## src/rtl/alu_5bit.sv

```systemverilog
// alu_5bit: registered 5-bit ALU with two operations.
//   OP=0 : NOT A
//   OP=1 : rotate A left by (B mod 5)
// Result and CF/SF/ZF flags are registered, so each result appears one cycle
// after its operands are sampled. Reset is synchronous and clears all outputs.
module alu_5bit (
  input  logic       clk,
  input  logic       rst,
  input  logic [4:0] A,
  input  logic [4:0] B,
  input  logic       OP,
  output logic [4:0] result,
  output logic       CF,
  output logic       SF,
  output logic       ZF
);

  localparam logic OP_NOT = 1'b0;
  localparam logic OP_ROL = 1'b1;

  // A duplicated end to end. A 5-bit window taken from this is A rotated
  // left by the window's offset from the top.
  logic [9:0] a_dbl;
  assign a_dbl = {A, A};

  // All five possible rotations of A; the effective shift amount selects one.
  logic [4:0] rot [5];

  genvar gi;
  generate
    for (gi = 0; gi < 5; gi++) begin : g_rot
      assign rot[gi] = a_dbl[9-gi -: 5];
    end
  endgenerate

  // Effective rotate amount; rotating a 5-bit word by 5 is the identity.
  logic [4:0] b_mod;
  logic [2:0] rot_amt;
  assign b_mod   = B % 5'd5;
  assign rot_amt = b_mod[2:0];

  logic [4:0] result_d, result_q;
  logic       cf_d, cf_q;
  logic       sf_d, sf_q;
  logic       zf_d, zf_q;

  // Combinational datapath: pick the operation, then derive the flags from
  // the selected result.
  always_comb begin
    result_d = 5'b00000;
    cf_d     = 1'b0;
    unique case (OP)
      OP_NOT: begin
        result_d = ~A;
        cf_d     = 1'b0;
      end
      OP_ROL: begin
        result_d = rot[rot_amt];
        // The last bit leaving bit 4 wraps into bit 0. No rotation means no
        // bit left the word, so there is no carry.
        cf_d     = (rot_amt != 3'd0) ? result_d[0] : 1'b0;
      end
      default: begin
        result_d = 5'b00000;
        cf_d     = 1'b0;
      end
    endcase
    sf_d = result_d[4];
    zf_d = (result_d == 5'b00000);
  end

  // Output registers. ZF is cleared on reset because no operation has
  // completed yet, even though result reads as zero.
  always_ff @(posedge clk) begin
    if (rst) begin
      result_q <= 5'b00000;
      cf_q     <= 1'b0;
      sf_q     <= 1'b0;
      zf_q     <= 1'b0;
    end else begin
      result_q <= result_d;
      cf_q     <= cf_d;
      sf_q     <= sf_d;
      zf_q     <= zf_d;
    end
  end

  assign result = result_q;
  assign CF     = cf_q;
  assign SF     = sf_q;
  assign ZF     = zf_q;

endmodule

```

## config.mk

```make
export PLATFORM = sky130hd
export DESIGN_NAME = alu_5bit
export DESIGN_NICKNAME = d
export VERILOG_FILES = /design/src/rtl/alu_5bit.sv
export SDC_FILE = /design/constraint.sdc
export NUM_CORES = 1
export LEC_CHECK = 0
export ABC_AREA = 1
export CAP_MARGIN = 40
export CORE_MARGIN = 10
export CORE_UTILIZATION = 40
export CTS_CLUSTER_SIZE = 24
export DETAILED_ROUTE_END_ITERATION = 10
export GPL_TIMING_DRIVEN = 0
export HOLD_SLACK_MARGIN = 0.15
export PLACE_DENSITY_LB_ADDON = 0.3
export SLEW_MARGIN = 20
export SYNTH_ARGS = -nofsm -noshare
export SYNTH_HDL_FRONTEND = slang
export SYNTH_SLANG_ARGS = --single-unit
export TNS_END_PERCENT = 1
```

## constraint.sdc

```tcl
create_clock -name clk -period 3.3 [get_ports clk]
set_input_delay 0.66 -clock clk [delete_from_list [all_inputs] [get_ports clk]]
set_output_delay 0.66 -clock clk [all_outputs]
set_load 0.05 [all_outputs]
```

[Yosys cells after proc, flatten, opt, wreduce, memory -nomap -nowiden]
Index checks and enable logic that the tools add are counted.
Storage, ports and cells
  bits in registers: 8
  bits of input ports: 13
  output and inout port bits: 8
  word-level logic and storage cells: 17
Cells by class
  divide/modulo/power cells: 1
  $lt $le $gt $ge: 1
  mux-type cells: 6
  bitwise gates (word level): 3
  reductions and logical operators: 2
Operator list (count)
  $bmux W5 S3: 1
  $mux W5: 2
  $pmux W5 S2: 1
  $logic_not A5 Y1: 1
  $mod A5 B3 Y5 const B: 1
  $not A5 Y5: 1
  $ge A4 B4 Y1 const B: 1
  $not A3 Y4: 1
  $reduce_bool A3 Y1: 1
  $pmux W1 S2: 1
  $mux W1: 1
  $not A1 Y1: 1

[Depth between registers and ports, before layout]
Gate-level depths: netlist (run 1).
  word-level depth: 7
  depth in mapped cells: 24
  depth with buffers taken out: 24

[Least setup slack after synthesis (run 1)]
Ideal clock, no wire load.
  path type: input to register
  from: input port B[2]
  to: register zf_q (netlist: ZF)
  setup time: 0.064 ns
  arrival: 2.468 ns
  data required time: 3.236 ns
  setup slack: 0.768 ns
  stages: 22
  path buffers: 0
  cell sequence: inv_2 > nand3_1 > nand2_1 > clkinv_1 > nand2_2 > nand2_1 > nand2_1 > inv_1 > ha_1 > nor2_1 > nand3_2 > nand2_4 > nand2_4 > a21oi_2 > nor2_1 > nand2_1 > nand2_1 > nor2_1 > nor2_1 > nor2_1 > nand2_1 > nor2_1
On the way
  cells in the longest elaborated chain, start to end: 7
Ends and longest elaborated chain
  start, declared: line 10  | input logic [4:0] B,
  $mod A5 B3 Y5: line 39  | assign b_mod = B % 5'd5;
  $not A3 Y4 (not written as such): line 58  | result_d = rot[rot_amt];
  $bmux W5 S3: line 58
  $mux W5 (not written as such) (2 in series): line 58
  $pmux W5 S2: line 52  | unique case (OP)
  $logic_not A5 Y1: line 69  | zf_d = (result_d == 5'b00000);
  end signal, assigned: line 84  | zf_q <= zf_d;
  end, declared: line 45  | logic zf_d, zf_q;
Every way passes these cells. The select of a mux whose other input is x is not followed.
A chain may end at the register's enable or synchronous reset.

[Final worst setup path (run 1)]
  from: input port B[1]
  to: register zf_q (netlist: ZF)
The elaborated chain is that of the path after synthesis.

==> impl_metrics.xml, run 1 <==
<?xml version="1.0" encoding="UTF-8"?>
<metrics>
  <group name="run_status">
    <metric name="status" unit="">complete, no violations</metric>
  </group>
  <group name="timing">
    <metric name="post-route-period-util" unit="%">89.28</metric>
    <metric name="fin_ws" unit="ps">353.7</metric>
    <metric name="hold_slack" unit="ps">1116</metric>
    <metric name="worst_pin_slew" unit="ps">509.6</metric>
    <metric name="setup_viol_count_final" unit="">0</metric>
    <metric name="rsz0062_at_grt" unit="">false</metric>
    <metric name="max_freq" unit="MHz">339.4</metric>
    <metric name="finalHoldViolations" unit="">0</metric>
    <metric name="post_route_minimum_period" unit="ps">2946</metric>
    <metric name="slew-limit-headroom" unit="%">65.92</metric>
    <metric name="drv_slew" unit="">0</metric>
    <metric name="setup_tns" unit="ps">0</metric>
  </group>
  <group name="route">
    <metric name="drt-initial-drc-count" unit="">55</metric>
    <metric name="drtAntennaViolNets" unit="">0</metric>
    <metric name="routed_wire_length_per_instance" unit="um">11.02</metric>
    <metric name="detail_route.vias_per_cell" unit="">5.144</metric>
    <metric name="wirelength" unit="um">2060</metric>
    <metric name="drcViolationCount" unit="">0</metric>
    <metric name="via_count" unit="">962</metric>
    <metric name="drt_pass1_iterations" unit="">5</metric>
  </group>
  <group name="cells_and_area">
    <metric name="layout.cells.most_common" unit="">nand2_1</metric>
    <metric name="layout.cell_area.non_filler" unit="mm2">0.001104</metric>
    <metric name="layout.cells.non_filler" unit="">187</metric>
    <metric name="layout-drive-gt1-share" unit="%">17.50</metric>
    <metric name="num_antenna_cells" unit="">0</metric>
    <metric name="layout.core_utilization" unit="%">57.42</metric>
    <metric name="finish.net_count" unit="">176</metric>
    <metric name="area_growth" unit="%">39.56</metric>
    <metric name="layout.cells.most_common_list" unit="">nand2_1, nand3_1, clkdlybuf4s50_1, nor2_1, inv_1</metric>
  </group>
  <group name="floorplanning">
    <metric name="horizontal_die_dimension" unit="um">64.46</metric>
    <metric name="row_count" unit="">16</metric>
    <metric name="floorplan.die_area" unit="mm2">0.004155</metric>
    <metric name="ioPinCount" unit="">21</metric>
    <metric name="placeableCoreArea" unit="mm2">0.001922</metric>
    <metric name="floorplan.initialDensity" unit="%">41.15</metric>
    <metric name="floorplan.die.height" unit="um">64.46</metric>
  </group>
  <group name="clocking">
    <metric name="cts_buffer_depth" unit="">2</metric>
    <metric name="cts_tree" unit="">built</metric>
    <metric name="cts-buffers-inserted" unit="">3</metric>
    <metric name="cts_max_level" unit="">1</metric>
    <metric name="cts_root_buffer" unit="">clkbuf_4</metric>
    <metric name="path_clk_slew" unit="ps">50</metric>
    <metric name="numClockSinks" unit="">7</metric>
    <metric name="holdBufCountCts" unit="">0</metric>
  </group>
  <group name="pwr">
    <metric name="max-vdd-ir-drop" unit="mV">0.1926</metric>
    <metric name="cellPowerDensity" unit="mW/mm2">382.8</metric>
    <metric name="total_leakage_power" unit="nW">0.5764</metric>
    <metric name="power.total" unit="mW">0.4224</metric>
  </group>
  <group name="place">
    <metric name="portBuffers" unit="">20</metric>
    <metric name="post_dp_cell_area" unit="mm2">0.001025</metric>
    <metric name="dpl.hpwl" unit="um">1685</metric>
    <metric name="placed_cell_count" unit="">182</metric>
    <metric name="place.gp.congestion" unit="">0.8504</metric>
    <metric name="place_worst_setup_slack" unit="ps">-123.7</metric>
  </group>
  <group name="min_path">
    <metric name="hold-path-cell-count" unit="">2</metric>
    <metric name="holdCritPathClass" unit="">in -&gt; reg</metric>
    <metric name="worst_hold_path.endpoint" unit="">result[4]</metric>
    <metric name="min-delay-start" unit="">rst</metric>
  </group>
  <group name="yosys">
    <metric name="main_combinational_cell_family_by_area_after_synthesis" unit="">simple AND/OR/NAND/NOR gates</metric>
    <metric name="number_of_synthesis_warnings" unit="">0</metric>
    <metric name="yosys-mux-area-fraction" unit="%">0</metric>
    <metric name="synth-xor-area-share" unit="%">0</metric>
    <metric name="synth_compound_area_share" unit="%">9.019</metric>
    <metric name="syn-mean-instance-area" unit="um2">5.857</metric>
    <metric name="synth.cell_area" unit="um2">790.8</metric>
    <metric name="synth-adder-area-share" unit="%">3.165</metric>
    <metric name="sequential_fraction_of_the_synthesis_area" unit="%">17.72</metric>
    <metric name="syn_nets" unit="">150</metric>
    <metric name="synth.ff_latch_count" unit="">7</metric>
    <metric name="netlist-cell-type-count" unit="">22</metric>
    <metric name="synth_simple_gate_area_share" unit="%">62.03</metric>
    <metric name="synthesis.instances" unit="">135</metric>
  </group>
  <group name="worst_setup_path">
    <metric name="endpoint_kind" unit="">flip-flop</metric>
    <metric name="critPathLaunchType" unit="">primary input</metric>
    <metric name="worst_path_largest_cell_delay" unit="ps">540</metric>
    <metric name="critical_path_peak_fanout" unit="">7</metric>
    <metric name="crit_arrival" unit="ps">3130</metric>
    <metric name="worst_path_cell_chain" unit="">clkdlybuf4s50_1, nand4_1, nand2_2, nand2_1, nand2_1, inv_1, ha_1, nor2_2, nand3_2, nand2_4, nand2_4, nand2_4, nand2_1, nand2_1, nand2_1, nand2_1, nand2_1, nor2_2, nor2_1, nor2_1, nand2_1, nor2_1</metric>
    <metric name="crit_family" unit="">simple AND/OR/NAND/NOR gates</metric>
    <metric name="worstPathBufferInverterCount" unit="">2</metric>
    <metric name="timing.critical_path.mode_cell" unit="">nand2_1</metric>
    <metric name="critical_path.startpoint" unit="">B[1]</metric>
    <metric name="worstPathRequired" unit="ps">3480</metric>
    <metric name="crit_path_top_delay_cell" unit="">clkdlybuf4s50_1</metric>
    <metric name="crit_type" unit="">in -&gt; reg</metric>
  </group>
  <group name="run">
    <metric name="maxCapViolations" unit="">0</metric>
  </group>
  <group name="global_route">
    <metric name="grt_first_pass_wirelength" unit="um">3532</metric>
    <metric name="pin_count_of_the_biggest_net_entering_global_routing" unit="">8</metric>
    <metric name="grt_usage" unit="%">9.714</metric>
    <metric name="grt_pass1_vias" unit="">840</metric>
    <metric name="antenna_found_initial" unit="">0</metric>
    <metric name="gr-total-overflow" unit="">0</metric>
  </group>
</metrics>
## synth_stat cells (all sizes together)
master	count	area share (%)
buf	1	0.95
dfxtp	7	18
a21boi	1	2.4
ha	2	3.2
inv	14	6.6
o211ai	1	1.6
a21oi	4	3.0
nand2	48	28
clkinv	1	0.47
nand3b	2	1.9
nand3	27	18
o31ai	1	0.95
nand4	4	3.2
nor3	3	1.9
nor2	18	8.9
o21ai	1	1.1
## metal layers
layer  GRT usage [%]  wire length (um)  vias to the layer above
li1                -                 -                      495
met1           11.72               899                      422
met2           16.13              1004                       43
met3           2.405               144                        2
met4           3.743                11                        0
met5               0                 0                        -
## final cells by class
| class | instances | area, um2 |
|---|---|---|
| fill | 199 | 818.3 |
| multi-input combinational | 112 | 624.3 |
| timing repair buffer | 21 | 215.2 |
| sequential | 7 | 140.1 |
| inverter | 15 | 56.30 |
| tap | 27 | 33.78 |
| clock buffer | 4 | 26.28 |
| buffer | 1 | 7.507 |
## what timing repair did
| action | in CTS | in global routing |
|---|---|---|
| endpoints found under the setup margin | 0 | 4 |
| buffers inserted | 0 | 1 |
| gates resized for setup | 0 | 11 |
## state kept, by name (all words and copies together) (netlist names)
name / count
ZF: 1
CF: 1
result: 5
## kinds of logic after synthesis
| family | Yosys count |
|---|---|
| simple gates | 102 |
| flops | 7 |
| compound gates | 8 |
| buf+inv | 16 |
| fa+ha+maj | 2 |
## how the worst max path moves through the flow
stage / to / slack [ps] / cells past startpoint
floorplan: ZF / 770 / 22
global placement: ZF / -70 / 22
detailed placement: ZF / -120 / 22
CTS: ZF / 120 / 22
global route: ZF / 80 / 22
finish: ZF / 350 / 22
## power breakdown
| part | switching [mW] | internal (mW) |
|---|---|---|
| Sequential | 0.00225 | 0.0934 |
| Clock | 0.0270 | 0.0458 |
| Combinational | 0.163 | 0.0913 |
Note: power is estimated with default switching activity, not from simulation.
==> run 2, diff against run 1 <==
--- a/config.mk
+++ b/config.mk
@@ -8,7 +8,7 @@
 export ABC_AREA = 1
 export CAP_MARGIN = 40
 export CORE_MARGIN = 10
-export CORE_UTILIZATION = 40
+export CORE_UTILIZATION = 47
 export CTS_CLUSTER_SIZE = 24
 export DETAILED_ROUTE_END_ITERATION = 10
 export GPL_TIMING_DRIVEN = 0
==> run 2 against run 1 <==
Compared with the run above:
- worst hold slack got worse by 8.4 ps
- utilization up 11 points
- flip-flop and latch count stayed put
- sequential power is essentially flat
- clock-buffer cell count stayed put
- critical path type unchanged
- die area shrank 10%
- via count fell by 4.0%
- global-route usage up 1.2 points
- worst setup slack improved by 150 ps
==> impl_metrics.xml, run 2 (synthesis gave the netlist of run 1 again) <==
<?xml version="1.0" encoding="UTF-8"?>
<metrics>
  <group name="worst_setup_path">
    <metric name="worst_path_largest_cell_delay" unit="ps">210</metric>
    <metric name="crit_path_top_delay_cell" unit="">o21ai_2</metric>
    <metric name="worstPathBufferInverterCount" unit="">3</metric>
    <metric name="crit_type" unit="">in -&gt; reg</metric>
    <metric name="endpoint_kind" unit="">flip-flop</metric>
    <metric name="worst_path_cell_chain" unit="">dlymetal6s2s_1, inv_2, nand2_2, nand4_1, nand2_2, nand2_1, nand2_1, inv_1, ha_1, nor2_1, nand3_2, nand2_4, nand2_4, o21ai_2, nor2_2, nand2_1, nand2_1, nor2_1, nor2_1, nor2_1, nand2_1, nor2_1</metric>
    <metric name="crit_family" unit="">simple AND/OR/NAND/NOR gates</metric>
    <metric name="worstPathRequired" unit="ps">3480</metric>
    <metric name="crit_arrival" unit="ps">2980</metric>
    <metric name="critPathLaunchType" unit="">primary input</metric>
    <metric name="critical_path_peak_fanout" unit="">7</metric>
  </group>
  <group name="place">
    <metric name="place.gp.congestion" unit="">0.8807</metric>
    <metric name="portBuffers" unit="">20</metric>
    <metric name="dpl.hpwl" unit="um">1680</metric>
    <metric name="place_worst_setup_slack" unit="ps">-105.3</metric>
    <metric name="post_dp_cell_area" unit="mm2">0.001011</metric>
  </group>
  <group name="pwr">
    <metric name="switching_share" unit="%">45.44</metric>
    <metric name="clock_power_share" unit="%">18.3</metric>
    <metric name="power.share.combinational" unit="%">58.6</metric>
    <metric name="internal_power" unit="mW">0.2249</metric>
    <metric name="power.switching" unit="mW">0.1873</metric>
    <metric name="share_seq_of_total_power" unit="%">23.1</metric>
    <metric name="max-vdd-ir-drop" unit="mV">0.1590</metric>
    <metric name="total_leakage_power" unit="nW">0.5736</metric>
    <metric name="cellPowerDensity" unit="mW/mm2">390.8</metric>
  </group>
  <group name="timing">
    <metric name="fin_ws" unit="ps">503.7</metric>
    <metric name="slew-limit-headroom" unit="%">66.34</metric>
    <metric name="finalHoldViolations" unit="">0</metric>
    <metric name="setup_viol_count_final" unit="">0</metric>
    <metric name="worst_pin_slew" unit="ps">503.4</metric>
    <metric name="max_freq" unit="MHz">357.6</metric>
    <metric name="post_route_minimum_period" unit="ps">2796</metric>
    <metric name="post-route-period-util" unit="%">84.74</metric>
    <metric name="drv_slew" unit="">0</metric>
    <metric name="rsz0062_at_grt" unit="">false</metric>
  </group>
  <group name="floorplanning">
    <metric name="row_count" unit="">14</metric>
    <metric name="floorplan.initialDensity" unit="%">51.30</metric>
    <metric name="floorplan.die.height" unit="um">61.02</metric>
    <metric name="horizontal_die_dimension" unit="um">61.02</metric>
    <metric name="placeableCoreArea" unit="mm2">0.001541</metric>
    <metric name="ioPinCount" unit="">21</metric>
    <metric name="floorplan.die_area" unit="mm2">0.003723</metric>
  </group>
  <group name="cells_and_area">
    <metric name="layout.cell_area.non_filler" unit="mm2">0.001055</metric>
    <metric name="num_antenna_cells" unit="">0</metric>
    <metric name="layout-drive-gt1-share" unit="%">13.84</metric>
    <metric name="fillerInstances" unit="">144</metric>
    <metric name="layout.cells.most_common_list" unit="">nand2_1, nand3_1, nor2_1, clkdlybuf4s50_1, inv_1</metric>
    <metric name="max_ffs_per_register" unit="">5</metric>
    <metric name="finish.net_count" unit="">175</metric>
    <metric name="layout.cells.most_common" unit="">nand2_1</metric>
    <metric name="area_growth" unit="%">33.39</metric>
  </group>
  <group name="route">
    <metric name="drt-initial-drc-count" unit="">45</metric>
    <metric name="detail_route.vias_per_cell" unit="">5.280</metric>
    <metric name="via_count" unit="">924</metric>
    <metric name="drt_pass1_iterations" unit="">4</metric>
    <metric name="routed_wire_length_per_instance" unit="um">11.47</metric>
    <metric name="drtAntennaViolNets" unit="">0</metric>
    <metric name="wirelength" unit="um">2008</metric>
    <metric name="drcViolationCount" unit="">0</metric>
  </group>
  <group name="global_route">
    <metric name="grt_usage" unit="%">10.90</metric>
    <metric name="antenna_found_initial" unit="">0</metric>
    <metric name="pin_count_of_the_biggest_net_entering_global_routing" unit="">8</metric>
    <metric name="grt_pass1_vias" unit="">811</metric>
    <metric name="grt_first_pass_wirelength" unit="um">3318</metric>
    <metric name="gr-total-overflow" unit="">0</metric>
  </group>
  <group name="min_path">
    <metric name="holdCritPathClass" unit="">in -&gt; reg</metric>
  </group>
  <group name="clocking">
    <metric name="cts_tree" unit="">built</metric>
    <metric name="cts_max_level" unit="">1</metric>
    <metric name="cts_root_buffer" unit="">clkbuf_4</metric>
    <metric name="path_clk_slew" unit="ps">50</metric>
    <metric name="cts_buffer_depth" unit="">2</metric>
    <metric name="cts-buffers-inserted" unit="">3</metric>
    <metric name="cts_post_setup_buffers_inserted" unit="">0</metric>
    <metric name="numClockSinks" unit="">7</metric>
  </group>
  <group name="run">
    <metric name="maxCapViolations" unit="">0</metric>
  </group>
  <group name="run_status">
    <metric name="status" unit="">complete, no violations</metric>
  </group>
</metrics>
## run 2: path summary, 6_finish.rpt
| check | from | to | slack [ps] | cells past startpoint |
|---|---|---|---|---|
| hold / removal | rst | result[0] | 1110 | 2 |
| setup / recovery | B[4] | ZF | 500 | 22 |
## run 2: cell type report
type                            count  area (um2)  share of cell area [%]
Tap cell                           16       20.02                   1.898
Sequential cell                     7       140.1                   13.29
Clock buffer                        4       26.28                   2.491
Multi-Input combinational cell    112       594.3                   56.35
Inverter                           15       56.30                   5.338
Timing Repair Buffer               20       210.2                   19.93
Buffer                              1       7.507                  0.7117
## run 2: timing repair
| item | in CTS | in global routing |
|---|---|---|
| setup endpoints to repair | 0 | 4 |
| hold buffers | 0 | 0 |
| gates resized for setup | 0 | 5 |
## run 2: metal layers
metal	up-vias	global-route usage, %	share of wire, %
met5	-	0	0
met4	0	2.821	0
met3	0	3.292	8.9
met2	37	18.63	47
met1	394	12.92	44
li1	493	-	-
## run 2: metrics by stage
step / TNS (ps) / instances / power, mW / util, % / hold slack, ps
finish: 0 / 175 / 0.4122 / 68.43 / 1108
global route: 0 / 175 / 0.4468 / 68.43 / 1128
CTS: 0 / 175 / 0.4108 / 67.29 / 1121
detailed placement: -105.3 / 171 / 0.3337 / 65.58 / 1373
global placement: -100.5 / 171 / 0.3293 / 65.58 / 1354
floorplan: 0 / 135 / 0.2692 / - / 732.4
## run 2: power by group through the flow
stage | Combinational [mW] | Clock [mW] | Sequential, mW
after CTS | 0.237 | 0.0780 | 0.0953
after global routing | 0.266 | 0.0844 | 0.0959
after global placement | 0.232 | 0 | 0.0969
after detailed placement | 0.237 | 0 | 0.0971
final | 0.242 | 0.0753 | 0.0953
after floorplan | 0.141 | 0 | 0.128
